--- config.mk ---
export PLATFORM = sky130hd
export DESIGN_NAME = sc_muldiv_flat
export DESIGN_NICKNAME = d
export VERILOG_FILES = /design/src/rtl/sc_muldiv_if.sv /design/src/rtl/sc_muldiv.sv /design/src/flat_wrapper.sv
export SDC_FILE = /design/constraint.sdc
export NUM_CORES = 1
export LEC_CHECK = 0
export CELL_PAD_IN_SITES_DETAIL_PLACEMENT = 0
export CELL_PAD_IN_SITES_GLOBAL_PLACEMENT = 1
export CORE_AREA = 2 2 248 250
export DETAILED_ROUTE_END_ITERATION = 10
export DIE_AREA = 0 0 250 252
export GPL_TIMING_DRIVEN = 0
export PLACE_DENSITY = 0.77
export SYNTH_ARGS = -nofsm -noshare
export SYNTH_HDL_FRONTEND = slang
export SYNTH_SLANG_ARGS = --single-unit
--- constraint.sdc ---
create_clock -name clock -period 13.73 [get_ports clock]
set_input_delay 2.0595 -clock clock [delete_from_list [all_inputs] [get_ports clock]]
set_output_delay 2.0595 -clock clock [all_outputs]
set_load 0.005 [all_outputs]
--- src/rtl/sc_muldiv_if.sv ---
//------------------------------------------------------------------------------
// Module  : sc_muldiv_if
// Brief   : Request/result bundle between the control unit and sc_muldiv.
// Revision: 1.0 - initial release
//------------------------------------------------------------------------------
`default_nettype none

interface sc_muldiv_if #(
    parameter int WIDTH = 32
);
    logic             start;
    logic [3:0]       mdop;
    logic [WIDTH-1:0] a;
    logic [WIDTH-1:0] b;
    logic             busy;
    logic             done;
    logic [WIDTH-1:0] hi;
    logic [WIDTH-1:0] lo;

    modport master (
        output start, mdop, a, b,
        input  busy, done, hi, lo
    );

    modport slave (
        input  start, mdop, a, b,
        output busy, done, hi, lo
    );
endinterface

`default_nettype wire

--- src/rtl/sc_muldiv.sv ---
//------------------------------------------------------------------------------
// Module  : sc_muldiv
// Brief   : Iterative shift-add multiplier / restoring divider with HI/LO.
// Revision: 1.0 - initial release
//------------------------------------------------------------------------------
`default_nettype none

module sc_muldiv #(
    parameter int WIDTH = 32
) (
    input  wire logic  clock,
    input  wire logic  resetn,
    sc_muldiv_if.slave bus
);

    localparam int c_cnt_w = (WIDTH > 1) ? $clog2(WIDTH) : 1;
    localparam logic [c_cnt_w-1:0] c_cnt_last = c_cnt_w'(WIDTH - 1);
    localparam logic [c_cnt_w-1:0] c_cnt_one  = c_cnt_w'(1);

    localparam logic [1:0] c_st_idle = 2'd0;
    localparam logic [1:0] c_st_run  = 2'd1;
    localparam logic [1:0] c_st_fix  = 2'd2;

    localparam logic [3:0] c_op_mult  = 4'd1;
    localparam logic [3:0] c_op_multu = 4'd2;
    localparam logic [3:0] c_op_div   = 4'd3;
    localparam logic [3:0] c_op_divu  = 4'd4;
    localparam logic [3:0] c_op_madd  = 4'd5;
    localparam logic [3:0] c_op_maddu = 4'd6;
    localparam logic [3:0] c_op_msub  = 4'd7;
    localparam logic [3:0] c_op_msubu = 4'd8;
    localparam logic [3:0] c_op_mthi  = 4'd9;
    localparam logic [3:0] c_op_mtlo  = 4'd10;

    logic [1:0]         r_state;
    logic               r_busy;
    logic               r_done;
    logic [WIDTH-1:0]   r_hi;
    logic [WIDTH-1:0]   r_lo;
    logic [c_cnt_w-1:0] r_cnt;
    logic [3:0]         r_op;
    logic [WIDTH-1:0]   r_a_raw;
    logic [WIDTH-1:0]   r_opnd;
    logic [2*WIDTH-1:0] r_prod;
    logic [WIDTH-1:0]   r_rem;
    logic               r_neg_res;
    logic               r_neg_rem;
    logic               r_divz;

    // ---- request decode ----
    logic             w_signed;
    logic             w_is_div;
    logic             w_is_arith;
    logic [WIDTH-1:0] w_a_mag;
    logic [WIDTH-1:0] w_b_mag;

    always_comb begin
        w_signed   = (bus.mdop == c_op_mult) || (bus.mdop == c_op_div) ||
                     (bus.mdop == c_op_madd) || (bus.mdop == c_op_msub);
        w_is_div   = (bus.mdop == c_op_div) || (bus.mdop == c_op_divu);
        w_is_arith = (bus.mdop >= c_op_mult) && (bus.mdop <= c_op_msubu);
        w_a_mag    = (w_signed && bus.a[WIDTH-1]) ? (~bus.a + 1'b1) : bus.a;
        w_b_mag    = (w_signed && bus.b[WIDTH-1]) ? (~bus.b + 1'b1) : bus.b;
    end

    // ---- one iteration datapath ----
    logic            r_op_div;
    logic [WIDTH:0]  w_sum;
    logic [WIDTH:0]  w_shift;
    logic [WIDTH:0]  w_diff;
    logic            w_ge;

    assign r_op_div = (r_op == c_op_div) || (r_op == c_op_divu);

    always_comb begin
        w_sum   = {1'b0, r_prod[2*WIDTH-1:WIDTH]} +
                  (r_prod[0] ? {1'b0, r_opnd} : {(WIDTH+1){1'b0}});
        w_shift = {r_rem, r_prod[WIDTH-1]};
        w_diff  = w_shift - {1'b0, r_opnd};
        // Partial remainder is always below twice the divisor, so bit WIDTH
        // of the difference is set exactly when the subtraction borrows.
        w_ge    = ~w_diff[WIDTH];
    end

    // ---- sign fix-up and commit value ----
    logic [2*WIDTH-1:0] w_prod_fix;
    logic [WIDTH-1:0]   w_quo_fix;
    logic [WIDTH-1:0]   w_rem_fix;
    logic [2*WIDTH-1:0] w_hilo;
    logic [2*WIDTH-1:0] w_hilo_next;

    always_comb begin
        w_prod_fix = r_neg_res ? (~r_prod + 1'b1) : r_prod;
        w_quo_fix  = r_neg_res ? (~r_prod[WIDTH-1:0] + 1'b1) : r_prod[WIDTH-1:0];
        w_rem_fix  = r_neg_rem ? (~r_rem + 1'b1) : r_rem;
        w_hilo     = {r_hi, r_lo};
        case (r_op)
            c_op_madd, c_op_maddu: w_hilo_next = w_hilo + w_prod_fix;
            c_op_msub, c_op_msubu: w_hilo_next = w_hilo - w_prod_fix;
            default:               w_hilo_next = w_prod_fix;
        endcase
    end

    always_ff @(posedge clock) begin
        if (!resetn) begin
            r_state   <= c_st_idle;
            r_busy    <= 1'b0;
            r_done    <= 1'b0;
            r_hi      <= '0;
            r_lo      <= '0;
            r_cnt     <= '0;
            r_op      <= '0;
            r_a_raw   <= '0;
            r_opnd    <= '0;
            r_prod    <= '0;
            r_rem     <= '0;
            r_neg_res <= 1'b0;
            r_neg_rem <= 1'b0;
            r_divz    <= 1'b0;
        end else begin
            r_done <= 1'b0;
            case (r_state)
                c_st_idle: begin
                    if (bus.start && (bus.mdop == c_op_mthi)) begin
                        r_hi <= bus.a;
                    end else if (bus.start && (bus.mdop == c_op_mtlo)) begin
                        r_lo <= bus.a;
                    end else if (bus.start && w_is_arith) begin
                        r_state   <= c_st_run;
                        r_busy    <= 1'b1;
                        r_cnt     <= '0;
                        r_op      <= bus.mdop;
                        r_a_raw   <= bus.a;
                        r_rem     <= '0;
                        r_neg_res <= w_signed && (bus.a[WIDTH-1] ^ bus.b[WIDTH-1]);
                        r_neg_rem <= w_signed && bus.a[WIDTH-1];
                        r_divz    <= w_is_div && (bus.b == '0);
                        // Multiply: multiplicand in r_opnd, multiplier in low half.
                        // Divide: divisor in r_opnd, dividend shifts out of low half.
                        r_opnd    <= w_is_div ? w_b_mag : w_a_mag;
                        r_prod    <= {{WIDTH{1'b0}}, (w_is_div ? w_a_mag : w_b_mag)};
                    end
                end
                c_st_run: begin
                    r_cnt <= r_cnt + c_cnt_one;
                    if (r_op_div) begin
                        r_rem  <= w_ge ? w_diff[WIDTH-1:0] : w_shift[WIDTH-1:0];
                        r_prod <= {r_prod[2*WIDTH-1:WIDTH], r_prod[WIDTH-2:0], w_ge};
                    end else begin
                        r_prod <= {w_sum, r_prod[WIDTH-1:1]};
                    end
                    if (r_cnt == c_cnt_last) begin
                        r_state <= c_st_fix;
                    end
                end
                c_st_fix: begin
                    if (r_op_div) begin
                        if (r_divz) begin
                            r_lo <= '1;
                            r_hi <= r_a_raw;
                        end else begin
                            r_lo <= w_quo_fix;
                            r_hi <= w_rem_fix;
                        end
                    end else begin
                        {r_hi, r_lo} <= w_hilo_next;
                    end
                    r_done  <= 1'b1;
                    r_busy  <= 1'b0;
                    r_state <= c_st_idle;
                end
                default: begin
                    r_state <= c_st_idle;
                    r_busy  <= 1'b0;
                end
            endcase
        end
    end

    assign bus.busy = r_busy;
    assign bus.done = r_done;
    assign bus.hi   = r_hi;
    assign bus.lo   = r_lo;

endmodule

`default_nettype wire

--- src/flat_wrapper.sv ---
// flat-port wrapper written by rule: the top's interface ports become plain ports
module sc_muldiv_flat 
#(
    parameter int WIDTH = 32
)
  (clock, resetn, bus_start, bus_mdop, bus_a, bus_b, bus_busy, bus_done, bus_hi, bus_lo);
  sc_muldiv_if #(.WIDTH(WIDTH)) bus_i ();
  input  wire logic clock;
  input  wire logic resetn;
  input wire logic [$bits(bus_i.start)-1:0] bus_start;
  input wire logic [$bits(bus_i.mdop)-1:0] bus_mdop;
  input wire logic [$bits(bus_i.a)-1:0] bus_a;
  input wire logic [$bits(bus_i.b)-1:0] bus_b;
  output wire logic [$bits(bus_i.busy)-1:0] bus_busy;
  output wire logic [$bits(bus_i.done)-1:0] bus_done;
  output wire logic [$bits(bus_i.hi)-1:0] bus_hi;
  output wire logic [$bits(bus_i.lo)-1:0] bus_lo;
  assign bus_i.start = bus_start;
  assign bus_i.mdop = bus_mdop;
  assign bus_i.a = bus_a;
  assign bus_i.b = bus_b;
  assign bus_busy = bus_i.busy;
  assign bus_done = bus_i.done;
  assign bus_hi = bus_i.hi;
  assign bus_lo = bus_i.lo;
  sc_muldiv #(.WIDTH(WIDTH)) u_core (.clock(clock), .resetn(resetn), .bus(bus_i));
endmodule
After elaboration in Yosys (flattened, before gate mapping)
Cells that the tools add are included.
- memories kept: 0
- memory bits (read-only): 0
- memory bits (writable): 0
- latch bits: 0
- bits of input ports: 71
- logic and storage cells: 131
- flip-flop bits (word level): 240
- output and inout bits: 66
- add/sub/neg operators: 10
- muxes and demuxes: 43
- reductions and logical operators: 27
- eq/ne operators: 24
- shift operators: 0
- $lt $le $gt $ge: 2
- div/mod/pow operators: 0
- bitwise operators: 10
- multiply operators: 0
- operator list (kind ; count):
    $mux W32 ; 19
    $mux W64 ; 5
    $pmux W64 S2 ; 2
    $pmux W32 S2 ; 3
    $add A32 B1 Y32 const B ; 4
    $not A32 Y32 ; 4
    $add A64 B1 Y64 const B ; 1
    $add A64 B64 Y64 ; 1
    $not A64 Y64 ; 1
    $sub A64 B64 Y64 ; 1
    $add A32 B33 Y33 ; 1
    $sub A33 B32 Y33 ; 1
    $logic_not A32 Y1 ; 1
    $eq A4 B3 Y1 const B ; 7
    $reduce_and A4 Y1 ; 4
    $mux W5 ; 3
    $eq A4 B4 Y1 const B ; 3
    $ne A2 B1 Y1 const B ; 5
    $pmux W5 S2 ; 1
    $reduce_and A5 Y1 ; 2
    $eq A4 B2 Y1 const B ; 2
    $logic_and A1 B1 Y1 ; 8
    $mux W2 ; 4
    $ne A2 B2 Y1 const B ; 3
    18 further kinds ; 30

Depth between registers and ports, before layout
- depth in word-level cells: 11
- gate-level depth with buffers: 33
- mapped depth without buffers: 26

Worst setup path after synthesis
Ideal clock, no wire load.
- kind: flip-flop to flip-flop
- start point: reg u_core.r_prod[0]
- end point: reg u_core.r_hi[30] (netlist: u_core.bus.hi[30])
- path buffers: 6
- setup time: 0.116 ns
- stages on the path, launching flop included: 33
- data required time: 13.614 ns
- arrival: 6.786 ns
- period minus slack after synthesis: 6.902 ns
- slack: 6.828 ns
- path through: dfxtp_1 > clkbuf_1 > inv_1 > clkbuf_1 > ha_1 > buf_2 > or4b_1 > clkbuf_2 > or4_4 > buf_6 > o311ai_0 > nand2_1 > a2111oi_1 > nand2_1 > nor4_1 > nand2_1 > nor3_1 > and3_1 > a21oi_1 > xor2_1 > ha_1 > clkbuf_1 > a21o_1 > a21o_1 > and2_1 > nor2_1 > nor2_1 > o21ai_0 > nand2b_1 > a21o_1 > a211oi_1 > o21ai_0 > a31o_2
- word-level cells in the longest chain between the ends: 7
- elaborated cells on any way between the ends: 8
- those cells by class: add/sub: 3; mux: 4; bitwise: 1
- RTL lines (element ; line ; source):
    from (decl) ; sc_muldiv.sv:44 ; logic [2*WIDTH-1:0] r_prod;
    from (signal assigned) ; sc_muldiv.sv:141 ; r_prod <= {{WIDTH{1'b0}}, (w_is_div ? w_a_mag : w_b_mag)};
    from (signal assigned) ; sc_muldiv.sv:148 ; r_prod <= {r_prod[2*WIDTH-1:WIDTH], r_prod[WIDTH-2:0], w_ge};
    from (signal assigned) ; sc_muldiv.sv:150 ; r_prod <= {w_sum, r_prod[WIDTH-1:1]};
    $not A64 Y64 ; sc_muldiv.sv:93 ; w_prod_fix = r_neg_res ? (~r_prod + 1'b1) : r_prod;
    $add A64 B1 Y64 ; sc_muldiv.sv:93 ;
    $mux W64 (*) ; sc_muldiv.sv:93 ;
    $sub A64 B64 Y64 / $add A64 B64 Y64 (equally long branches) ; sc_muldiv.sv:99, sc_muldiv.sv:98 ;
    $pmux W64 S2 (*) ; sc_muldiv.sv:97 ; case (r_op)
    $mux W32 (*) ; sc_muldiv.sv:157 ; if (r_op_div) begin
    $pmux W32 S2 (*) ; sc_muldiv.sv:122 ; case (r_state)
    to (signal assigned) ; sc_muldiv.sv:125 ; r_hi <= bus.a;
    to (signal assigned) ; sc_muldiv.sv:160 ; r_hi <= r_a_raw;
    to (signal assigned) ; sc_muldiv.sv:163 ; r_hi <= w_rem_fix;
    to (decl) ; sc_muldiv.sv:38 ; logic [WIDTH-1:0] r_hi;
Mark *: on every way between the ends. The rest lies on a longest branch, timed or not.
A chain may end at the register's enable or synchronous reset.

Worst setup path in the final report
- start point: reg u_core.r_prod[0]
- end point: reg u_core.r_hi[31] (netlist: u_core.bus.hi[31])
Same word-level chain as after synthesis.

==> impl_results.md <==
- Status: finished clean
- Synth top area cells: dfxtp_1 (20%), nand2_1 (7.5%), ha_1 (7.0%)
- Mapped Area: 23900 um2
- Largest stage delay, worst path: 1050 ps
- Relative max-transition margin: 0.143
- # DRC: 0
- Finished Cell Area: 27300 um2
- Total wire length: 111 mm
- CP Class: reg2reg
- Post-synth EDFFs: 0
- Pins Over Slew Limit: 0
- Fmax: 0.0996 GHz
- Critical path arrival: 10520 ps
- RSZ-0062 raised after global routing: no
- Largest net degree at the start of global routing: 16
- Pwr Density: 93.1 nW/um2
- Top delay family on crit path: simple AND/OR/NAND/NOR gates
- Yosys reg bits: 240
- Diodes inserted: 0
- Mapped Nets: 3498
- Dpl hpwl: 87.9 mm
- Post-CTS resize count: 0
- Via count: 25900
- Core Footprint: 60100 um2
- Min Clock Period, post-route: 10040 ps
- Synth async-reset ratio: 0
- Syn Area/Cell: 7.26 um2
- Final Hold Fails: 0
- Vias in the first global route: 23400
- Clk_lat worst skew: 620 ps
- Synth area leader: dfxtp_1
- Critical Path End Type: flop
- Io pins: 137
- Nets@finish: 3655
- Starting DRC count in detailed routing: 3190
- Lkg Pwr: 11.0 nW
- Die area: 63000 um2
- Initial Util: 0.397
- Crit-path slowest cell: nor4_2
- Hold path startpoint: u_core.r_opnd[4]$_SDFFE_PN0P_
- Cells after synthesis: 3291
- Clock Skew: 40.3 ps
- Wire per inst: 26.1 um
- Buf/Inv on CP: 7
- Final setup TNS: 0 ps
- GRT Overall Usage: 0.338
- Register area share after synthesis: 0.201
- Hold Crit Class: reg2reg
- Global-route wire length before repair: 159 mm
- Root Driver: clkbuf_16
- Initial antenna violation count: 3
- Worst reg2reg path depth: 29
- Worst-margin pin slew: 1290 ps
- Largest fanout on the critical path: 10
- CTS tree: done
- Clock-pin slew on the worst setup and hold paths: 70 ps
- CP dominant cell by count: clkbuf_1
- Count of port buffers added during placement: 124
- Post-DRT Antenna Nets: 0
- Placed inst area: 26100 um2
- Filler cell count: 6354
- H-tree Lvls: 1
- Synth warnings: 0
- # rows: 90
- Worst setup SP type: flop
- WHS Path Cells: 2
- Hold buffer count at CTS: 0
- Reg-to-reg startpoint: u_core.r_prod[0]$_SDFFE_PN0P_
- Yosys top cell area share: 0.201
- Clock buffer depth: 3
- Share of layout cells above drive strength 1: 0.0360
- VDD IR max: 100 uV
- Max_cap viols: 0
- Vias per cell: 6.09
- CP required: 14210 ps
- Tcrit/Tclk final: 0.731
- Flop2flop setup slack: 3690 ps
- Area delta synth->final: 14.2%
- Setup Buffers After CTS: 0
- Primary FF master, synth: dfxtp_1
- Die Y-Extent: 252 um
- Most frequent cell after synthesis: nand2_1
- Die Width: 250 um
- Drt first pass iters: 8
- Post-synth top cells: nand2_1 (478), dfxtp_1 (240), a21oi_1 (238), o21ai_0 (210), nor2_1 (207)
- Total power: 2.54 mW
- WHS Endpoint: u_core.r_opnd[4]$_SDFFE_PN0P_
- Sink Count: 240
- Total CTS buffers: 31
- Gp weighted congestion: 1.02
- Endpoints failing setup: 0
- Distinct cells, synth: 85
- Reg2reg end: u_core.bus.hi[31]$_SDFFE_PN0P_
- GRT overflow: 0
-- placed cells by master (no fill, tap or decap), types with 27 or more instances in the layout --
cell               n
clkbuf_16         31
nand2b_1          27
a211oi_1          36
nand2_1          478
dfxtp_1          240
a21oi_1          238
a21o_1            82
o21a_1            38
clkbuf_1         203
nand4_1           31
nor2_1           207
nor2b_1           47
xor2_1           159
xnor2_1          166
o21ai_0          210
nor4_1            29
a21boi_0          72
ha_1             133
o31ai_1           45
a31oi_1           41
o211ai_1          65
nor3_1            57
inv_1             97
mux2i_1           80
clkdlybuf4s50_1  124
nand3_1           74
-- state kept, by name, indices dropped and copies added, names as in the netlist, 2 cells and up --
signal / flops
u_core.r_cnt: 5
u_core.r_prod: 64
u_core.bus.hi: 32
u_core.r_opnd: 32
u_core.r_op: 4
u_core.r_state: 2
u_core.r_rem: 32
u_core.bus.lo: 32
u_core.r_a_raw: 32
-- cells by family after synthesis --
| family | count (synthesis) | share of synthesized area |
|---|---|---|
| simple gates | 1106 | 0.218 |
| compound gates | 1058 | 0.296 |
| buf+inv | 334 | 0.0543 |
| xor+xnor | 325 | 0.119 |
| flops | 240 | 0.201 |
| fa+ha+maj | 136 | 0.0722 |
| mux | 92 | 0.0392 |
-- where the power goes --
group / leakage (nW) / switching [mW] / internal [mW]
clock: 0.565 / 0.391 / 0.577
combinational: 8.49 / 0.545 / 0.277
sequential: 1.95 / 0.0251 / 0.724
total: 11.0 / 0.962 / 1.58
-- worst max path at each step --
stage	start	end	slack [ps]	cells past startpoint
after global placement	u_core.r_prod[0]$_SDFFE_PN0P_	u_core.bus.hi[31]$_SDFFE_PN0P_	3930	29
after detailed placement	u_core.r_prod[0]$_SDFFE_PN0P_	u_core.bus.hi[31]$_SDFFE_PN0P_	4060	29
after floorplan	u_core.r_prod[0]$_SDFFE_PN0P_	u_core.bus.hi[30]$_SDFFE_PN0P_	6830	32
after CTS	u_core.r_prod[0]$_SDFFE_PN0P_	u_core.bus.hi[31]$_SDFFE_PN0P_	4060	29
final	u_core.r_prod[0]$_SDFFE_PN0P_	u_core.bus.hi[31]$_SDFFE_PN0P_	3690	29
after global routing	u_core.r_prod[0]$_SDFFE_PN0P_	u_core.bus.hi[31]$_SDFFE_PN0P_	3370	29
-- area by class of cell --
cell class                      count  area [um2]  share of cell area
Timing Repair Buffer              124        1240              0.0455
Clock inverter                     26         388              0.0142
Tap cell                          782         978              0.0359
Multi-Input combinational cell   2717       17800               0.652
Sequential cell                   240        4800               0.176
Inverter                           98         368              0.0135
Buffer                            236         930              0.0341
Clock buffer                       32         790              0.0289
-- worst min-delay path: stages (launching register included) --
cell      delay (ps)
dfxtp_1          310
nand2_1           50
a21boi_0          60
-- per-layer routing --
| layer | global-route usage | wire (um) | vias up |
|---|---|---|---|
| met2 | 0.505 | 45900 | 1275 |
| met5 | 0 | 0 | - |
| met3 | 0.0496 | 10200 | 226 |
| met4 | 0.172 | 6320 | 0 |
| li1 | - | - | 12200 |
| met1 | 0.472 | 48600 | 12200 |
-- metrics by stage --
stage / hold slack (ps) / worst slack [ps] / std cells / utilization
floorplan: 440 / 6830 / 3291 / -
global placement: 449 / 3930 / 4197 / 0.434
detailed placement: 455 / 4060 / 4197 / 0.434
CTS: 463 / 4060 / 4255 / 0.454
global route: 484 / 3370 / 4255 / 0.454
finish: 463 / 3690 / 4255 / 0.454
Power figures use the tool's default switching activity.
